**src/rtl/emg_pkg.sv**
```systemverilog
// emg_pkg: shared state encoding and counter widths for the EMG frame packer
package emg_pkg;
  typedef enum logic [1:0] {SYNC, FILL, DRAIN} state_t;
  localparam int SEQ_W = 8;
  localparam int DROP_W = 8;
endpackage

```
**src/rtl/emg_slot_buffer.sv**
```systemverilog
// emg_slot_buffer: one-write, one-registered-read sample store indexed by slot
module emg_slot_buffer #(
  parameter int Depth = 16,
  parameter int Aw = 4,
  parameter int Dw = 12
) (
  input  logic          Clk,
  input  logic          wr_en,
  input  logic [Aw-1:0] wr_addr,
  input  logic [Dw-1:0] wr_data,
  input  logic [Aw-1:0] rd_addr,
  output logic [Dw-1:0] rd_data
);
  logic [Dw-1:0] mem [Depth];
  always_ff @(posedge Clk) begin
    if (wr_en) mem[wr_addr] <= wr_data;
    rd_data <= mem[rd_addr];
  end
endmodule

```
**src/rtl/emg_frame_packer.sv**
```systemverilog
// emg_frame_packer: collects slot-ordered EMG samples into a frame and streams
// it out as a sequence-number header followed by the samples
module emg_frame_packer import emg_pkg::*; #(
  parameter int Max_Count = 15,
  parameter int Bits = 4,
  parameter int Data_W = 12
) (
  input  logic              Clk,
  input  logic              Reset,
  input  logic [Bits-1:0]   Slot,
  input  logic [Data_W-1:0] Sample,
  input  logic              Sample_Valid,
  output logic [Data_W-1:0] Out_Data,
  output logic              Out_Valid,
  input  logic              Out_Ready,
  output logic              Out_First,
  output logic              Out_Last,
  output logic              Sync_Err,
  output logic [DROP_W-1:0] Drop_Count
);
  localparam logic [Bits-1:0] LAST = Bits'(Max_Count);
  state_t state, state_nxt;
  logic [Bits-1:0] exp_slot, rd_ptr, rd_addr;
  logic [SEQ_W-1:0] frame_seq;
  logic [Data_W-1:0] rd_data;
  logic xfer, last_xfer, in_order, wr_en;
  emg_slot_buffer #(.Depth(Max_Count + 1), .Aw(Bits), .Dw(Data_W)) u_buf (
    .Clk(Clk), .wr_en(wr_en), .wr_addr(Slot), .wr_data(Sample),
    .rd_addr(rd_addr), .rd_data(rd_data)
  );
  always_ff @(posedge Clk or negedge Reset) begin
    if (!Reset) state <= SYNC;
    else state <= state_nxt;
  end
  always_comb begin
    state_nxt = state;
    case (state)
      SYNC: if (Sample_Valid && Slot == '0) state_nxt = FILL;
      FILL: if (Sample_Valid) state_nxt = in_order ? (Slot == LAST ? DRAIN : FILL) : (Slot == '0 ? FILL : SYNC);
      DRAIN: if (last_xfer) state_nxt = SYNC;
      default: state_nxt = SYNC;
    endcase
  end
  // rd_ptr names the sample sitting in rd_data; advancing on each transfer keeps the next word prefetched
  always_comb begin
    xfer = Out_Valid && Out_Ready;
    last_xfer = xfer && Out_Last;
    in_order = Slot == exp_slot;
    wr_en = Sample_Valid && (state == SYNC ? Slot == '0 : state == FILL && (in_order || Slot == '0));
    rd_addr = state != DRAIN ? '0 : (xfer && rd_ptr != LAST) ? rd_ptr + 1'b1 : rd_ptr;
  end
  always_ff @(posedge Clk or negedge Reset) begin
    if (!Reset) begin
      Out_Data <= '0;
      Out_Valid <= 1'b0;
      Out_First <= 1'b0;
      Out_Last <= 1'b0;
      Sync_Err <= 1'b0;
      Drop_Count <= '0;
      frame_seq <= '0;
      exp_slot <= '0;
      rd_ptr <= '0;
    end else begin
      Sync_Err <= state == FILL && Sample_Valid && !in_order;
      if (state == DRAIN && Sample_Valid && Drop_Count != '1) Drop_Count <= Drop_Count + 1'b1;
      exp_slot <= state_nxt != FILL ? '0 : wr_en ? Slot + 1'b1 : exp_slot;
      if (state == FILL && state_nxt == DRAIN) begin
        Out_Data <= Data_W'(frame_seq);
        Out_Valid <= 1'b1;
        Out_First <= 1'b1;
        Out_Last <= 1'b0;
        rd_ptr <= '0;
      end else if (last_xfer) begin
        Out_Valid <= 1'b0;
        Out_First <= 1'b0;
        Out_Last <= 1'b0;
        frame_seq <= frame_seq + 1'b1;
        rd_ptr <= '0;
      end else if (xfer) begin
        Out_Data <= rd_data;
        Out_First <= 1'b0;
        Out_Last <= rd_ptr == LAST;
        if (rd_ptr != LAST) rd_ptr <= rd_ptr + 1'b1;
      end
    end
  end
endmodule

```
**config.mk**
```make
export PLATFORM = sky130hd
export DESIGN_NAME = emg_frame_packer
export DESIGN_NICKNAME = d
export VERILOG_FILES = /design/src/rtl/emg_pkg.sv /design/src/rtl/emg_slot_buffer.sv /design/src/rtl/emg_frame_packer.sv
export SDC_FILE = /design/constraint.sdc
export NUM_CORES = 1
export LEC_CHECK = 0
export CAP_MARGIN = 20
export CORE_ASPECT_RATIO = 1.2
export CORE_MARGIN = 1
export CORE_UTILIZATION = 60
export CTS_CLUSTER_DIAMETER = 150
export DETAILED_ROUTE_END_ITERATION = 8
export PLACE_DENSITY = 0.79
export SETUP_SLACK_MARGIN = 0.5
export SLEW_MARGIN = 20
export SYNTH_ARGS = -nofsm -noshare
export SYNTH_HDL_FRONTEND = slang
export SYNTH_SLANG_ARGS = --single-unit
```
**constraint.sdc**
```tcl
create_clock -name Clk -period 3 [get_ports Clk]
set_input_delay 0.6 -clock Clk [delete_from_list [all_inputs] [get_ports Clk]]
set_output_delay 0.6 -clock Clk [all_outputs]
set_load 0.05 [all_outputs]
```
==> results.cfg <==
[worst_setup_path]
reg2regPathDepth = 8
arrival_ns = 2.91
cp_max_fo = 13
end_kind = register
crit_type = reg -> reg
r2r-end = u_buf.rd_data[8]$_DFF_P_
cp-start-kind = register
cp_data_required_time_ns = 3.39
r2r-start = rd_ptr[1]$_DFFE_PN0P_
r2r_slack_ns = 0.48

[synthesis]
yosysSeqAreaShare = 0.677
synth_nets = 761
synth_edf_count = 192
yosysTopAreaCellShare = 0.553
yosys_most_used_dff = edfxtp_1
syn_area_sq_um = 10400
syn-instance-count = 734
synth_cell_type_count = 54
ys_ff_latch = 246
async_reset_ff_frac = 0.171
ys_top_cells_by_area = edfxtp_1 55%, dfrtp_1 10%, mux2i_1 5.6%
yosys_warnings = 0
synth_area_per_cell_sq_um = 14.2
yosysTopAreaCell = edfxtp_1

[cells_and_area]
final_nets = 834
regArea_sq_um = 7060
area_growth_pct = 18.6
antenna_cells = 0
final_area_sq_um = 12400
n_fill_cell = 1061
multi_input_area_sq_um = 3180
drive_gt1_frac = 0.170

[detailed_routing]
vias_per_cell = 6.23
ant_nets = 0
detail_route.first_pass.iterations = 5
vias = 6483
wire_per_inst_microns = 22.3
drt_wl_total_microns = 23200
drc = 0
first_iter_violations = 707

[pwr]
ir_worst_vdd_mv = 0.414
internal_power_mw = 5.63
cellPowerDensity_nw_per_um2 = 591
p_leak_nw = 4.42
pwr-share-seq = 0.515
p_sw_frac = 0.229
p_switching_mw = 1.67
finalPower_mw = 7.30
p_clk_frac = 0.399
power_frac_comb = 0.085

[clocking]
clk_latency_ns = 0.52
cts_sinks = 246
cts_tree = built
cts_hold_buffers = 0
post-cts-setup-buffer-count = 0
htreeDepth = 1
clk_pin_slew_ns = 0.07
cts_buffers = 24
clk_path_buf_depth = 3
cts-root-buf = clkbuf_16

[timing]
period_minus_slack_ns = 2.52
setup_viol = 0
tightest_slew_ns = 0.915
finalCritPeriodShare = 0.840
hold_viol = 0
skew_ns = 0.0197
relSlewSlack = 0.390
drv_slew = 0
rsz0062_at_grt = yes
timing.fmax_ghz = 0.397

[floorplanning]
rows = 52
die_w_microns = 122
die-height_microns = 146
io_pins = 44
initial_core_util = 0.616
placeableCoreArea_sq_um = 16900
die_area_sq_um = 17900

[placement]
gp_congestion = 0.885
place_area_sq_um = 11500
hpwlAfterDp_microns = 15000
port_buffers = 43

[global_route]
antenna_found_initial = 0
grt_usage = 0.267
grt_max_degree = 43
grt_pass1_vias = 6411
use_met1 = 0.343
grt_most_used_layer = met2
met2_usage = 0.453
use_met3 = 0.0328
overflow = 0
grt_pass1_wl_microns = 36000

[run]
drv_cap = 0

[run_status]
status = finished, final reports clean

[worst_hold_path]
min_path_type = in -> async
==> critical path, stage by stage (launching register included) <==
cell and delay (ns):
dfrtp_2 0.46, ha_4 0.22, and3_1 0.22, o211ai_4 0.26
nand2_4 0.18, mux2_1 0.41, a211oi_2 0.41, buf_4 0.19
a221oi_2 0.04
==> kinds of logic (layout without fill, tap and decap cells) <==
| kind of cell | Yosys count | count (layout) | share of synthesized area |
|---|---|---|---|
| muxes | 71 | 71 | 0.0697 |
| DFF | 246 | 246 | 0.677 |
| and+or+nand+nor | 174 | 174 | 0.0869 |
| AOI/OAI and AO/OA | 163 | 163 | 0.117 |
| adders and majority gates | 7 | 7 | 0.00840 |
| buffers and inverters | 53 | 144 | 0.0241 |
| xor gates and xnor gates | 20 | 20 | 0.0168 |
==> layout by cell type (no fill, tap or decap), types with 4 or more instances in the layout <==
master           Yosys  final
a21oi_1             45     45
dfrtp_1             42     40
o31ai_1             13     13
a211oi_2             0      7
clkbuf_16            0     24
buf_12               0     19
and4_1               6      6
clkinv_2             0      5
nand3_1             18     18
o221ai_1            12     12
buf_4                0     31
nor2_1              19     19
inv_1                6      6
a211oi_1            16      9
edfxtp_1           192    192
ha_1                 7      6
xnor2_1             10     10
nand4_1              5      5
nand2_1             60     60
and2_2               0      8
dfxtp_1             12     12
a22o_1              24     24
nor3_1               4      4
mux2_2               7      7
nand2b_1            18     18
clkinvlp_4           0      5
and3_1               8      5
and2_1              22     13
xor2_1              10     10
a221oi_2            11     11
o21ai_0             21     21
mux2_1               6      6
clkdlybuf4s50_1      0     41
mux2i_1             58     58
==> final cells by class <==
class,count,share of cell area
well taps,216,0.0219
multi-input cells,435,0.258
clock buffers,26,0.0492
flip-flops and latches,246,0.571
repair buffers,94,0.0848
inverters,6,0.00182
clock inverters,18,0.0136
==> stage by stage <==
stage                     utilization  setup TNS [ns]  hold slack, ns  setup WS [ns]  std cells
after floorplan                     -               0           0.304          0.509        734
after global placement          0.682          -0.300           0.423        -0.0427        997
after detailed placement        0.682          -0.143           0.440         -0.136        997
after CTS                       0.729               0           0.229          0.519       1041
after global routing            0.731               0           0.273          0.425       1041
final                           0.731               0           0.210          0.480       1041
==> power groups by stage <==
stage	registers, mW	clock network [mW]	logic [mW]
after floorplan	3.89	0	0.275
after global placement	3.83	0	0.596
after detailed placement	3.83	0	0.609
after CTS	3.76	2.94	0.618
after global routing	3.77	3.06	0.666
final	3.76	2.92	0.624
==> per-layer routing <==
metal	up-vias	wire (microns)
li1	2946	-
met1	3212	9140
met2	275	11900
met3	50	1330
met4	0	871
met5	-	0
==> Yosys cell counts (2+ instances only) <==
library cell and instances:
nand3_1 18, edfxtp_1 192, inv_1 6, a221oi_2 11, a21oi_1 45, a21o_1 4, xnor2_1 10, ha_1 7
buf_6 3, nand2b_1 18, mux2_1 6, o21ai_0 21, o211a_1 2, nand4_1 5, a22o_1 24, o21bai_1 2
dfxtp_1 12, mux2_2 7, and3_1 8, a211oi_1 16, a221oi_1 2, nand2_1 60, and4_1 6, o221ai_1 12
xor2_1 10, nor2b_1 4, dfrtp_1 42, nor2_1 19, buf_2 15, mux2i_1 58, o31ai_1 13, clkbuf_1 28
nor3_1 4, and2_1 22, and3b_1 2, o22ai_1 2
==> flip-flops by register name (all words and copies together), names as in the netlist <==
signal,cells
state,2
Sync_Err,1
Out_Data,12
frame_seq,8
u_buf.mem,192
rd_ptr,4
Drop_Count,8
u_buf.rd_data,12
Out_Valid,1
Out_Last,1
exp_slot,4
Out_First,1
==> worst max-delay path by stage <==
stage | from | end | slack [ns] | cells past startpoint
floorplan | Slot[3] | u_buf.mem[1][0]$_DFFE_PP_ | 0.51 | 7
global placement | Out_Ready | u_buf.rd_data[8]$_DFF_P_ | -0.04 | 9
detailed placement | Out_Ready | u_buf.rd_data[8]$_DFF_P_ | -0.14 | 8
CTS | rd_ptr[1]$_DFFE_PN0P_ | u_buf.rd_data[8]$_DFF_P_ | 0.52 | 8
global route | Slot[3] | u_buf.mem[4][11]$_DFFE_PP_ | 0.43 | 8
finish | rd_ptr[1]$_DFFE_PN0P_ | u_buf.rd_data[8]$_DFF_P_ | 0.48 | 8
==> timing repair <==
item                       4_1_cts  5_1_grt
resized for setup                7        8
setup endpoints to repair       12       58
pin swaps                        0        2
No activity file was read; power rests on OpenSTA's default activity.
